<file path="src/rtl/uart_tx_mem.sv">
// rtl/uart_tx_mem.sv - memory-mapped UART transmitter with byte FIFO
// Register map: TXDATA (push), STATUS, CTRL (enable), COUNT (occupancy).

module uart_tx_fifo #(
    parameter int DEPTH = 8
) (
    input  logic                     clk,
    input  logic                     rst,
    input  logic                     push,
    input  logic                     pop,
    input  logic [7:0]               wdata,
    output logic [7:0]               rdata,
    output logic [$clog2(DEPTH):0]   count
);
    localparam int PW = $clog2(DEPTH);
    localparam logic [PW-1:0] PTR_ONE = 1;
    localparam logic [PW:0]   CNT_ONE = 1;

    logic [7:0]    mem_q [DEPTH];
    logic [PW-1:0] wptr_q, wptr_d;
    logic [PW-1:0] rptr_q, rptr_d;
    logic [PW:0]   count_q, count_d;

    // Pointers are exactly PW bits wide, so increment wraps modulo DEPTH.
    always_comb begin
        wptr_d  = wptr_q;
        rptr_d  = rptr_q;
        count_d = count_q;
        if (push) wptr_d = wptr_q + PTR_ONE;
        if (pop)  rptr_d = rptr_q + PTR_ONE;
        case ({push, pop})
            2'b10:   count_d = count_q + CNT_ONE;
            2'b01:   count_d = count_q - CNT_ONE;
            default: count_d = count_q;
        endcase
    end

    always_ff @(posedge clk) begin
        if (rst) begin
            wptr_q  <= '0;
            rptr_q  <= '0;
            count_q <= '0;
        end else begin
            wptr_q  <= wptr_d;
            rptr_q  <= rptr_d;
            count_q <= count_d;
        end
    end

    always_ff @(posedge clk) begin
        if (push) mem_q[wptr_q] <= wdata;
    end

    assign rdata = mem_q[rptr_q];
    assign count = count_q;
endmodule

module uart_tx_mem #(
    parameter int CLKS_PER_BIT = 4,
    parameter int FIFO_DEPTH   = 8
) (
    input  logic        clk,
    input  logic        rst,
    input  logic        we,
    input  logic [1:0]  a,
    input  logic [31:0] wd,
    output logic [31:0] rd,
    output logic        tx
);
    localparam int CW = $clog2(FIFO_DEPTH) + 1;
    localparam logic [CW-1:0] DEPTH_C  = CW'(FIFO_DEPTH);
    localparam logic [15:0]   BAUD_END = 16'(CLKS_PER_BIT - 1);

    typedef enum logic [1:0] {IDLE, START, DATA, STOP} state_t;

    state_t        state_q, state_d;
    logic [15:0]   baud_q, baud_d;
    logic [2:0]    bit_q, bit_d;
    logic [7:0]    shreg_q, shreg_d;
    logic          tx_q, tx_d;
    logic          enable_q, enable_d;
    logic          ovf_q, ovf_d;

    logic [CW-1:0] fifo_count;
    logic [7:0]    fifo_head;
    logic          full, empty, busy;
    logic          wr_tx, push, pop, bit_end;
    logic          wd_unused;

    assign wd_unused = ^wd[31:8];

    assign full    = (fifo_count == DEPTH_C);
    assign empty   = (fifo_count == '0);
    assign busy    = (state_q != IDLE);
    assign bit_end = (baud_q == BAUD_END);

    // A push into a full FIFO still fits when the transmitter pops on the same edge.
    assign wr_tx = we && !rst && (a == 2'b00);
    assign push  = wr_tx && (!full || pop);

    uart_tx_fifo #(.DEPTH(FIFO_DEPTH)) u_fifo (
        .clk   (clk),
        .rst   (rst),
        .push  (push),
        .pop   (pop),
        .wdata (wd[7:0]),
        .rdata (fifo_head),
        .count (fifo_count)
    );

    always_comb begin
        state_d = state_q;
        baud_d  = baud_q;
        bit_d   = bit_q;
        shreg_d = shreg_q;
        pop     = 1'b0;
        case (state_q)
            IDLE: begin
                if (enable_q && !empty) begin
                    pop     = 1'b1;
                    shreg_d = fifo_head;
                    baud_d  = '0;
                    state_d = START;
                end
            end
            START: begin
                if (bit_end) begin
                    baud_d  = '0;
                    bit_d   = '0;
                    state_d = DATA;
                end else begin
                    baud_d = baud_q + 16'd1;
                end
            end
            DATA: begin
                if (bit_end) begin
                    baud_d  = '0;
                    shreg_d = {1'b0, shreg_q[7:1]};
                    bit_d   = bit_q + 3'd1;
                    if (bit_q == 3'd7) state_d = STOP;
                end else begin
                    baud_d = baud_q + 16'd1;
                end
            end
            STOP: begin
                if (bit_end) begin
                    baud_d = '0;
                    if (enable_q && !empty) begin
                        pop     = 1'b1;
                        shreg_d = fifo_head;
                        state_d = START;
                    end else begin
                        state_d = IDLE;
                    end
                end else begin
                    baud_d = baud_q + 16'd1;
                end
            end
            default: state_d = IDLE;
        endcase

        // tx follows the next state so the line changes on the same edge as the state.
        case (state_d)
            START:   tx_d = 1'b0;
            DATA:    tx_d = shreg_d[0];
            default: tx_d = 1'b1;
        endcase
    end

    always_comb begin
        enable_d = enable_q;
        ovf_d    = ovf_q;
        if (we && (a == 2'b10)) enable_d = wd[0];
        if (we && (a == 2'b01)) ovf_d = 1'b0;
        if (wr_tx && !push)     ovf_d = 1'b1;
    end

    always_ff @(posedge clk) begin
        if (rst) begin
            state_q  <= IDLE;
            baud_q   <= '0;
            bit_q    <= '0;
            shreg_q  <= '0;
            tx_q     <= 1'b1;
            enable_q <= 1'b1;
            ovf_q    <= 1'b0;
        end else begin
            state_q  <= state_d;
            baud_q   <= baud_d;
            bit_q    <= bit_d;
            shreg_q  <= shreg_d;
            tx_q     <= tx_d;
            enable_q <= enable_d;
            ovf_q    <= ovf_d;
        end
    end

    always_comb begin
        rd = '0;
        case (a)
            2'b01:   rd = {28'b0, ovf_q, full, empty, busy};
            2'b10:   rd = {31'b0, enable_q};
            2'b11:   rd = 32'(fifo_count);
            default: rd = '0;
        endcase
    end

    assign tx = tx_q;
endmodule

</file>
<file path="config.mk">
export PLATFORM = sky130hd
export DESIGN_NAME = uart_tx_mem
export DESIGN_NICKNAME = d
export VERILOG_FILES = /design/src/rtl/uart_tx_mem.sv
export SDC_FILE = /design/constraint.sdc
export NUM_CORES = 1
export LEC_CHECK = 0
export BUFFER_PORTS_ARGS = -buffer_cell sky130_fd_sc_hd__buf_2
export CORE_ASPECT_RATIO = 0.9
export CORE_MARGIN = 2
export CORE_UTILIZATION = 40
export CTS_CLUSTER_DIAMETER = 80
export DETAILED_ROUTE_END_ITERATION = 6
export GPL_TIMING_DRIVEN = 0
export SYNTH_ARGS = -nofsm -noshare
export SYNTH_HDL_FRONTEND = slang
export SYNTH_SLANG_ARGS = --single-unit
</file>
<file path="constraint.sdc">
create_clock -name clk -period 4.47 [get_ports clk]
set_input_delay 0.447 -clock clk [delete_from_list [all_inputs] [get_ports clk]]
set_output_delay 0.447 -clock clk [all_outputs]
set_load 0.01 [all_outputs]
</file>
### Word level (Yosys, flattened, before mapping)

Memory sizes are Yosys's and may differ from the RTL's. A register that Yosys moved wholly into a read port is not among the register bits.
Cells that the tools add are included.

* output and inout port bits: 33
* bits in registers: 42
* memories kept: 1
* RAM bits: 64
* logic and storage cells: 87

* equality and inequality tests: 17
* add/sub/neg operators: 6
* reduce and logical (&&, ||, !) cells: 23
* multiplexer cells: 29

Memory list
* u_fifo.mem_q: depth 8, width 8, read ports 1, clocked after Yosys merged registers in 1, wr ports 1, line 19 `logic [7:0] mem_q [DEPTH];`

Operators with widths (number)
* 2-to-1 mux 16 bit: 2
* case mux 16 bit (2 select lines): 1
* 2-to-1 mux 8 bit: 3
* case mux 8 bit (3 select lines): 1
* adder 16 x 1 -> 16 bit, second input constant: 1
* equality test 16 x 2 -> 1 bit, second input constant: 1
* equality test 2 bit, second input constant: 6
* 2-to-1 mux 3 bit: 4
* case mux 4 bit (3 select lines): 1
* 2-to-1 mux 2 bit: 5
* adder 3 x 1 -> 3 bit, second input constant: 3
* equality test 2 x 1 -> 1 bit, second input constant: 4
* != test 2 bit, second input constant: 4
* case mux 2 bit (4 select lines): 1
* case mux 4 bit (2 select lines): 1
* nonzero test 2 bit: 4
* logical AND 1 bit: 7
* 2-to-1 mux 1 bit: 7
* case mux 3 bit (2 select lines): 1
* AND reduction 3 bit: 2
* adder 4 x 1 -> 4 bit, second input constant: 1
* equality test 4 bit, second input constant: 1
* logical NOT 1 bit: 4
* logical NOT 2 bit: 2
* 7 further kinds: 8

### Longest topological paths before layout

Gate-level depths: netlist of run 1.

* depth after elaboration: 11
* gate-level depth with buffers: 12

### Cells and area by module

From an unflattened synthesis of run 1, not the netlist that was laid out.

* cells, all modules: 438
* area, all modules: 5275.1 µm²

Modules (own cells, without submodules)
* uart_tx_fifo: area an instance 3088.0 µm², cells an instance 161, instances 1
* uart_tx_mem: area an instance 2187.1 µm², cells an instance 277, instances 1

### Worst setup path after synthesis of run 1

Ideal clock, no wire load.

* path kind: register -> register
* from: register state_q[0]
* to: memory u_fifo.mem_q[1][0] (enable)
* required time: 4072 ps
* data arrival time: 3231 ps
* stages on the path, launching flop included: 7
* setup slack: 841 ps
* path buffers: 0
* path through: dfxtp_1 > ha_1 > or4b_2 > or4_4 > a21oi_4 > o21ai_2 > nor4b_1

* word-level cells in the longest chain between the ends: 6

Ends and longest elaborated chain
* start, declared: line 76 `state_t state_q, state_d;`
* start signal, assigned: line 188 `state_q <= state_d;`
* equality test 2 bit / logical NOT 2 bit (equally long branches): line 117 `case (state_q)`
* case mux 1 bit (2 select lines) *: line 117
* via pop: line 87 `logic wr_tx, push, pop, bit_end;`
* logical OR 1 bit *: line 99 `assign push = wr_tx && (!full || pop);`
* logical AND 1 bit *: line 99
* 2-to-1 mux 1 bit *: line 51 `if (push) mem_q[wptr_q] <= wdata;`
* 2-to-1 mux 1 bit (not written as such) *: line 51
* end, declared: line 19

Mark *: on every way through the listed nets, which the timed path passes. The rest lies on a longest branch.

### Worst setup path after layout of run 1

* from: register state_q[0]
* to: register u_fifo.count_q[2] (netlist: u_fifo.count[2])

* word-level cells in the longest chain between the ends: 6

Ends and longest elaborated chain
* equality test 2 bit / logical NOT 2 bit (equally long branches): line 117
* case mux 1 bit (2 select lines) *: line 117
* via pop: line 87
* logical OR 1 bit: line 99
* logical AND 1 bit: line 99
* equality test 2 x 1 -> 1 bit / equality test 2 bit (equally long branches): line 31 `case ({push, pop})`
* case mux 4 bit (2 select lines) / nonzero test 2 bit (equally long branches)
* end signal, assigned: line 46 `count_q <= count_d;`
* end, declared: line 22 `logic [PW:0] count_q, count_d;`

Marks and branches as above.
A chain may end at the register's enable or synchronous reset.

==> results of run 1 <==
-- flip-flops by register name, indices dropped and copies added (netlist names), named ones only --
name,count
u_fifo.mem_q,64
tx,1
bit_q,3
ovf_q,1
u_fifo.rptr_q,3
u_fifo.wptr_q,3
enable_q,1
baud_q,16
shreg_q,8
u_fifo.count,4
state_q,2
-- routing by layer --
layer,part of all wire,global-route usage,vias up
met3,0.051,0.0364,11
met5,0,0,-
met4,0.014,0.0481,0
met2,0.47,0.266,86
met1,0.46,0.213,1748
li1,-,-,1773
-- cells in the mapped netlist, types with 2 or more instances --
| master | n | area [µm²] |
|---|---|---|
| xor2_1 | 3 | 26.3 |
| inv_1 | 6 | 22.5 |
| or3_1 | 6 | 37.5 |
| buf_1 | 2 | 7.51 |
| a41oi_1 | 2 | 17.5 |
| o211ai_1 | 2 | 15.0 |
| nand3b_1 | 3 | 22.5 |
| clkbuf_1 | 18 | 67.6 |
| o211a_1 | 2 | 20.0 |
| mux2i_1 | 13 | 130 |
| a2bb2oi_1 | 3 | 26.3 |
| mux4_2 | 16 | 360 |
| o41ai_1 | 2 | 17.5 |
| nor3_1 | 8 | 40.0 |
| a221o_1 | 6 | 60.1 |
| edfxtp_1 | 64 | 1920 |
| nand3_1 | 13 | 65.1 |
| o21ai_0 | 25 | 125 |
| buf_4 | 28 | 210 |
| nand2_1 | 29 | 109 |
| a31oi_1 | 5 | 31.3 |
| a211oi_1 | 4 | 30.0 |
| xnor2_1 | 2 | 17.5 |
| o21a_1 | 2 | 15.0 |
| nor3b_1 | 4 | 30.0 |
| a21o_1 | 2 | 15.0 |
| nor2b_1 | 5 | 31.3 |
| nand2b_1 | 2 | 12.5 |
| a21oi_1 | 22 | 110 |
| ha_1 | 14 | 175 |
| a32oi_1 | 3 | 26.3 |
| or4_1 | 4 | 30.0 |
| nand4_1 | 3 | 18.8 |
| and2_1 | 9 | 56.3 |
| nor4_1 | 5 | 31.3 |
| a311oi_1 | 4 | 35.0 |
| nor4b_1 | 4 | 35.0 |
| and3_1 | 2 | 12.5 |
| dfxtp_1 | 45 | 901 |
| or4_4 | 2 | 22.5 |
| nor2_1 | 29 | 109 |
-- logic make-up (layout without fill, tap and decap cells) --
family / Yosys count / after routing
xor+xnor: 5 / 5
compound gates: 96 / 96
other cells: 1 / 28
fa+ha+maj: 14 / 14
simple gates: 135 / 135
mux: 31 / 31
buf+inv: 56 / 90
flops: 109 / 109
-- final cells by class --
class	count	area share
Sequential cell	109	0.466
Multi-Input combinational cell	309	0.381
Buffer	50	0.0498
Clock buffer	9	0.0372
Tap cell	164	0.0339
Timing Repair Buffer	18	0.0157
Clock inverter	7	0.0124
Inverter	6	0.00372
-- stage by stage --
stage / setup slack [ps] / instances
finish: 471 / 672
floorplan: 841 / 474
global placement: -264 / 654
detailed placement: 325 / 656
global route: 187 / 672
CTS: 306 / 672
-- cell usage in the layout, fill, tap and decap left out, types with 3 or more instances in the layout --
master	count
xor2_1	3
mux2i_1	13
nor4b_1	3
a32oi_1	3
a211oi_1	4
a21oi_1	22
nor3_1	6
nand2_1	29
clkbuf_16	9
conb_1	28
nor2_1	29
a31oi_1	5
inv_1	6
or3_1	6
nand3_1	13
and2_1	9
inv_8	4
nand3b_1	3
a221o_1	6
buf_2	17
edfxtp_1	64
dfxtp_1	45
or4_1	4
buf_4	30
ha_1	14
o21ai_0	25
nor4_1	4
nand4_1	3
clkbuf_1	18
mux4_2	16
nor2b_1	5
a2bb2oi_1	3
a311oi_1	4
nor3_2	3
-- worst min path at each step --
stage          slack [ps]            endpoint  cells after the start   from
2_1_floorplan         440               ovf_q                      1  ovf_q
3_3_place_gp          460               ovf_q                      1  ovf_q
3_5_place_dp          460               ovf_q                      1  ovf_q
4_1_cts               350  u_fifo.mem_q[2][2]                      1  wd[2]
5_1_grt               350  u_fifo.mem_q[2][2]                      1  wd[2]
6_report              340  u_fifo.mem_q[4][2]                      1  wd[2]
-- power breakdown --
part	leakage [nW]	switching, mW	internal [mW]	total (mW)
Sequential	0.940	0.0527	1.12	1.17
Clock	0.150	0.403	0.399	0.802
Combinational	1.04	0.456	0.294	0.751
Total	2.13	0.912	1.81	2.73
-- critical path: cells and delay by family, from the launching register on --
| kind | cells | cell delay (ps) |
|---|---|---|
| fa+ha+maj | 3 | 940 |
| flops | 1 | 520 |
| compound gates | 4 | 850 |
| xor+xnor | 2 | 260 |
| simple gates | 3 | 1370 |
==> impl_metrics.json, run 1 <==
{
  "syn_avg_cell_area_um2": 11.9,
  "status": "completed",
  "worst_pin_slew_ps": 1200,
  "reg2reg_from": "state_q[0]",
  "detail_route.wl_per_cell_um": 16.3,
  "grt_max_degree": 22,
  "synthXorXnorAreaFrac": 0.00825,
  "path_class": "register to register",
  "vias": 3618,
  "final-hold-violation-count": 0,
  "core_region_area_mm2": 0.0128,
  "cts-root-buf": "clkbuf_16",
  "antenna_cells": 0,
  "reg2reg_to": "u_fifo.count[2]",
  "drt_iter0_drc": 198,
  "finalSetupTns_ps": 0,
  "yosys.area_share.simple": 0.141,
  "antenna_found_initial": 0,
  "p_leak_nw": 2.13,
  "worst_hold_slack_ps": 345,
  "cts_tree": "done",
  "synthMuxAreaShare": 0.0966,
  "synth_fa_ha_area_frac": 0.0330,
  "die_h_um": 113,
  "die_area_mm2": 0.0142,
  "gp_congestion": 0.838,
  "drc": 0,
  "post_route_cells_drive_above_1_share": 0.197,
  "drtAntennaViolNets": 0,
  "postLayoutCoreUtil": 0.472,
  "clkTransAtPathRegs_ps": 80,
  "design_area_mm2": 0.00605,
  "ios": 70,
  "max-vdd-ir-drop_uv": 287,
  "hpwl_um": 7470,
  "routed_wl_um": 10900,
  "syn2layout_area_growth_pct": 14.0,
  "fin_nets": 554,
  "critPathMaxStageDelay_ps": 610,
  "grt_pass1_vias": 3531,
  "setup_viol": 0,
  "rows": 39,
  "synth_edf_count": 64,
  "period_needed_ps": 4000,
  "r2r_cells": 12,
  "maxCapViolCount": 0,
  "worst-endpoint-required_ps": 4750,
  "track_usage": 0.161,
  "yosysWarningCount": 0,
  "insertion_delay_ps": 360,
  "cts_buffers": 9,
  "synth_async_sr_flop_share": 0,
  "hold_buffers": 0,
  "arrival_ps": 4280,
  "startpoint_type": "register",
  "synth_top_family_by_area": "simple AND/OR/NAND/NOR gates",
  "cts_sinks": 109,
  "cts_buffer_depth": 2,
  "ys_seq_elements": 109,
  "rsz0062_at_grt": "no",
  "synth.distinct_cells": 65,
  "slowest_stage": "or4b_2",
  "overflow": 0,
  "synth_compound_area_frac": 0.128,
  "fin_crit_sh": 0.895,
  "placed_area_mm2": 0.00574,
  "fmax_ghz": 0.250,
  "ys.flop_type": "edfxtp_1",
  "min_path_type": "input port to register",
  "syn-instance-count": 447,
  "viasPerCell": 5.38,
  "grt_pass1_wl_um": 18000,
  "powerDensity_mw_per_mm2": 451,
  "port_buffers": 16,
  "multi_input_area_mm2": 0.00230,
  "die_width_um": 125,
  "start_util": 0.414,
  "cp-end-kind": "register",
  "r2r_setup_slack_ps": 470,
  "ys_seq_area_frac": 0.532,
  "cpMostUsedCell": "ha_1",
  "seqCellArea_mm2": 0.00282,
  "htreeDepth": 3,
  "dr.pass1.iters": 4,
  "cp_max_fo": 10,
  "path_cells": "ha_1, or4b_2, or4_4, a21oi_4, o21ai_2, ha_1, xor2_1, ha_1, a21oi_1, xor2_1, or3_1, a21oi_1",
  "n_fill_cell": 1162,
  "post_cts_buffers": 0,
  "slew-limit-headroom": 0.196,
  "syn_area_mm2": 0.00531,
  "cts-resized-gates": 0,
  "skew_ps": 11.0,
  "power_mw": 2.73,
  "crit_start": "state_q[0]",
  "final_max_slew_viol_count": 0,
  "crit_end": "u_fifo.count[2]"
}
(Power assumes the default switching activity.)
==> run 2: changes to the inputs <==
--- a/config.mk
+++ b/config.mk
@@ -6,8 +6,8 @@
 export NUM_CORES = 1
 export LEC_CHECK = 0
 export BUFFER_PORTS_ARGS = -buffer_cell sky130_fd_sc_hd__buf_2
+export CAP_MARGIN = 20
 export CORE_ASPECT_RATIO = 0.9
-export CORE_MARGIN = 2
 export CORE_UTILIZATION = 40
 export CTS_CLUSTER_DIAMETER = 80
 export DETAILED_ROUTE_END_ITERATION = 6
==> impl_metrics.json, run 2 (synthesized netlist as in run 1, its figures left out) <==
{
  "finalSetupTns_ps": 0,
  "reg_top3": "u_fifo.mem_q (64), baud_q (16), shreg_q (8)",
  "multi_input_area_mm2": 0.00229,
  "swShare": 0.334,
  "power_frac_comb": 0.275,
  "switchingPower_uw": 913,
  "worst-endpoint-required_ps": 4750,
  "n_fill_cell": 1162,
  "final_cells": 675,
  "viasPerCell": 5.36,
  "grt_pass1_wl_um": 17900,
  "setup_viol": 0,
  "grt_pass1_vias": 3405,
  "final_max_slew_viol_count": 0,
  "worst_pin_slew_ps": 977,
  "dp_cells": 659,
  "powerDensity_mw_per_mm2": 450,
  "regMostFlops": "u_fifo.mem_q",
  "track_usage": 0.172,
  "fmax_ghz": 0.248,
  "placed_area_mm2": 0.00576,
  "worst_hold_slack_ps": 346,
  "min_path_type": "input port to register",
  "start_util": 0.414,
  "overflow": 0,
  "dr.pass1.iters": 5,
  "status": "completed",
  "clkTransAtPathRegs_ps": 80,
  "drc": 0,
  "insertion_delay_ps": 360,
  "hpwl_um": 7500,
  "clock_power_share": 0.296,
  "intPower_mw": 1.82,
  "drtAntennaViolNets": 0,
  "cts-root-buf": "clkbuf_16",
  "die_width_um": 123,
  "syn2layout_area_growth_pct": 14.3,
  "startpoint_type": "register",
  "htreeDepth": 3,
  "drt_iter0_drc": 270,
  "max-vdd-ir-drop_uv": 253,
  "rows": 39,
  "die_h_um": 111,
  "cts-resized-gates": 0,
  "post_cts_buffers": 0,
  "skew_ps": 10.1,
  "largest_reg_flops": 64,
  "cts_sinks": 109,
  "routed_wl_um": 10800,
  "cts_buffers": 9,
  "final-hold-violation-count": 0,
  "gp_congestion": 0.810,
  "cts_buffer_depth": 2,
  "seqCellArea_mm2": 0.00282,
  "ios": 70,
  "path_class": "register to register",
  "p_leak_nw": 2.13,
  "design_area_mm2": 0.00607,
  "cp_max_fo": 10,
  "final_cell_mix": "edfxtp_1 (64), dfxtp_1 (45), buf_4 (32)",
  "fin_crit_sh": 0.901,
  "post_route_cells_drive_above_1_share": 0.198,
  "vias": 3621,
  "antenna_found_initial": 0,
  "grt_max_degree": 23,
  "period_needed_ps": 4030,
  "arrival_ps": 4310,
  "detail_route.wl_per_cell_um": 16.0,
  "fin_nets": 557,
  "core_region_area_mm2": 0.0128,
  "p_seq_frac": 0.429,
  "port_buffers": 16,
  "power_mw": 2.73,
  "final_common_cell": "edfxtp_1",
  "rsz0062_at_grt": "no",
  "die_area_mm2": 0.0137,
  "antenna_cells": 0,
  "hold_buffers": 0,
  "slew-limit-headroom": 0.340,
  "cp-end-kind": "register",
  "maxCapViolCount": 0,
  "cts_tree": "done"
}
-- run 2: cell types whose count changed in the layout (fill, tap and decap cells not counted), sizes merged --
cell      previous run  this run
buf                 50        53
clkinvlp             0         1
inv                 10         9
-- run 2: path summary, 6_finish.rpt --
| path | from | to | slack, ps | cells after the start |
|---|---|---|---|---|
| max | state_q[0] | u_fifo.count[2] | 440 | 12 |
| min | wd[2] | u_fifo.mem_q[6][2] | 350 | 1 |
| max reg2reg | state_q[0] | u_fifo.count[2] | 440 | 12 |
| min reg2reg | ovf_q | ovf_q | 480 | 1 |
-- run 2: per-stage QoR --
stage	setup WS [ps]	util
after floorplan	841	-
after global placement	-274	0.444
after detailed placement	427	0.449
after CTS	419	0.473
after global routing	206	0.473
final	443	0.473
-- run 2: area by class of cell --
| class | instances | share of cell area |
|---|---|---|
| inverters | 6 | 0.00371 |
| plain buffers | 50 | 0.0497 |
| well taps | 164 | 0.0338 |
| flip-flops and latches | 109 | 0.465 |
| repair buffers | 21 | 0.0190 |
| clock inverters | 7 | 0.0140 |
| clock buffers | 9 | 0.0371 |
| multi-input cells | 309 | 0.378 |
-- run 2: worst max-delay path, stage by stage (launching register included) --
cell and delay (ps):
dfxtp_1 520, ha_1 370, or4b_2 610, or4_4 470
a21oi_4 370, o21ai_2 220, ha_1 370, xor2_1 170
ha_1 190, a21oi_1 140, xor2_1 90, or3_1 310
a21oi_1 140
-- run 2: layer usage --
layer,vias to the layer above,GRT usage,part of all wire
li1,1774,-,-
met1,1746,0.237,0.48
met2,89,0.269,0.47
met3,12,0.0360,0.041
met4,0,0.0562,0.017
met5,-,0,0
-- run 2: power groups by stage --
stage	Sequential [mW]	Clock, mW	Combinational [mW]
floorplan	1.18	0	0.570
global placement	1.19	0	0.727
detailed placement	1.19	0	0.754
CTS	1.17	0.832	0.755
global route	1.18	0.869	0.847
finish	1.17	0.808	0.750
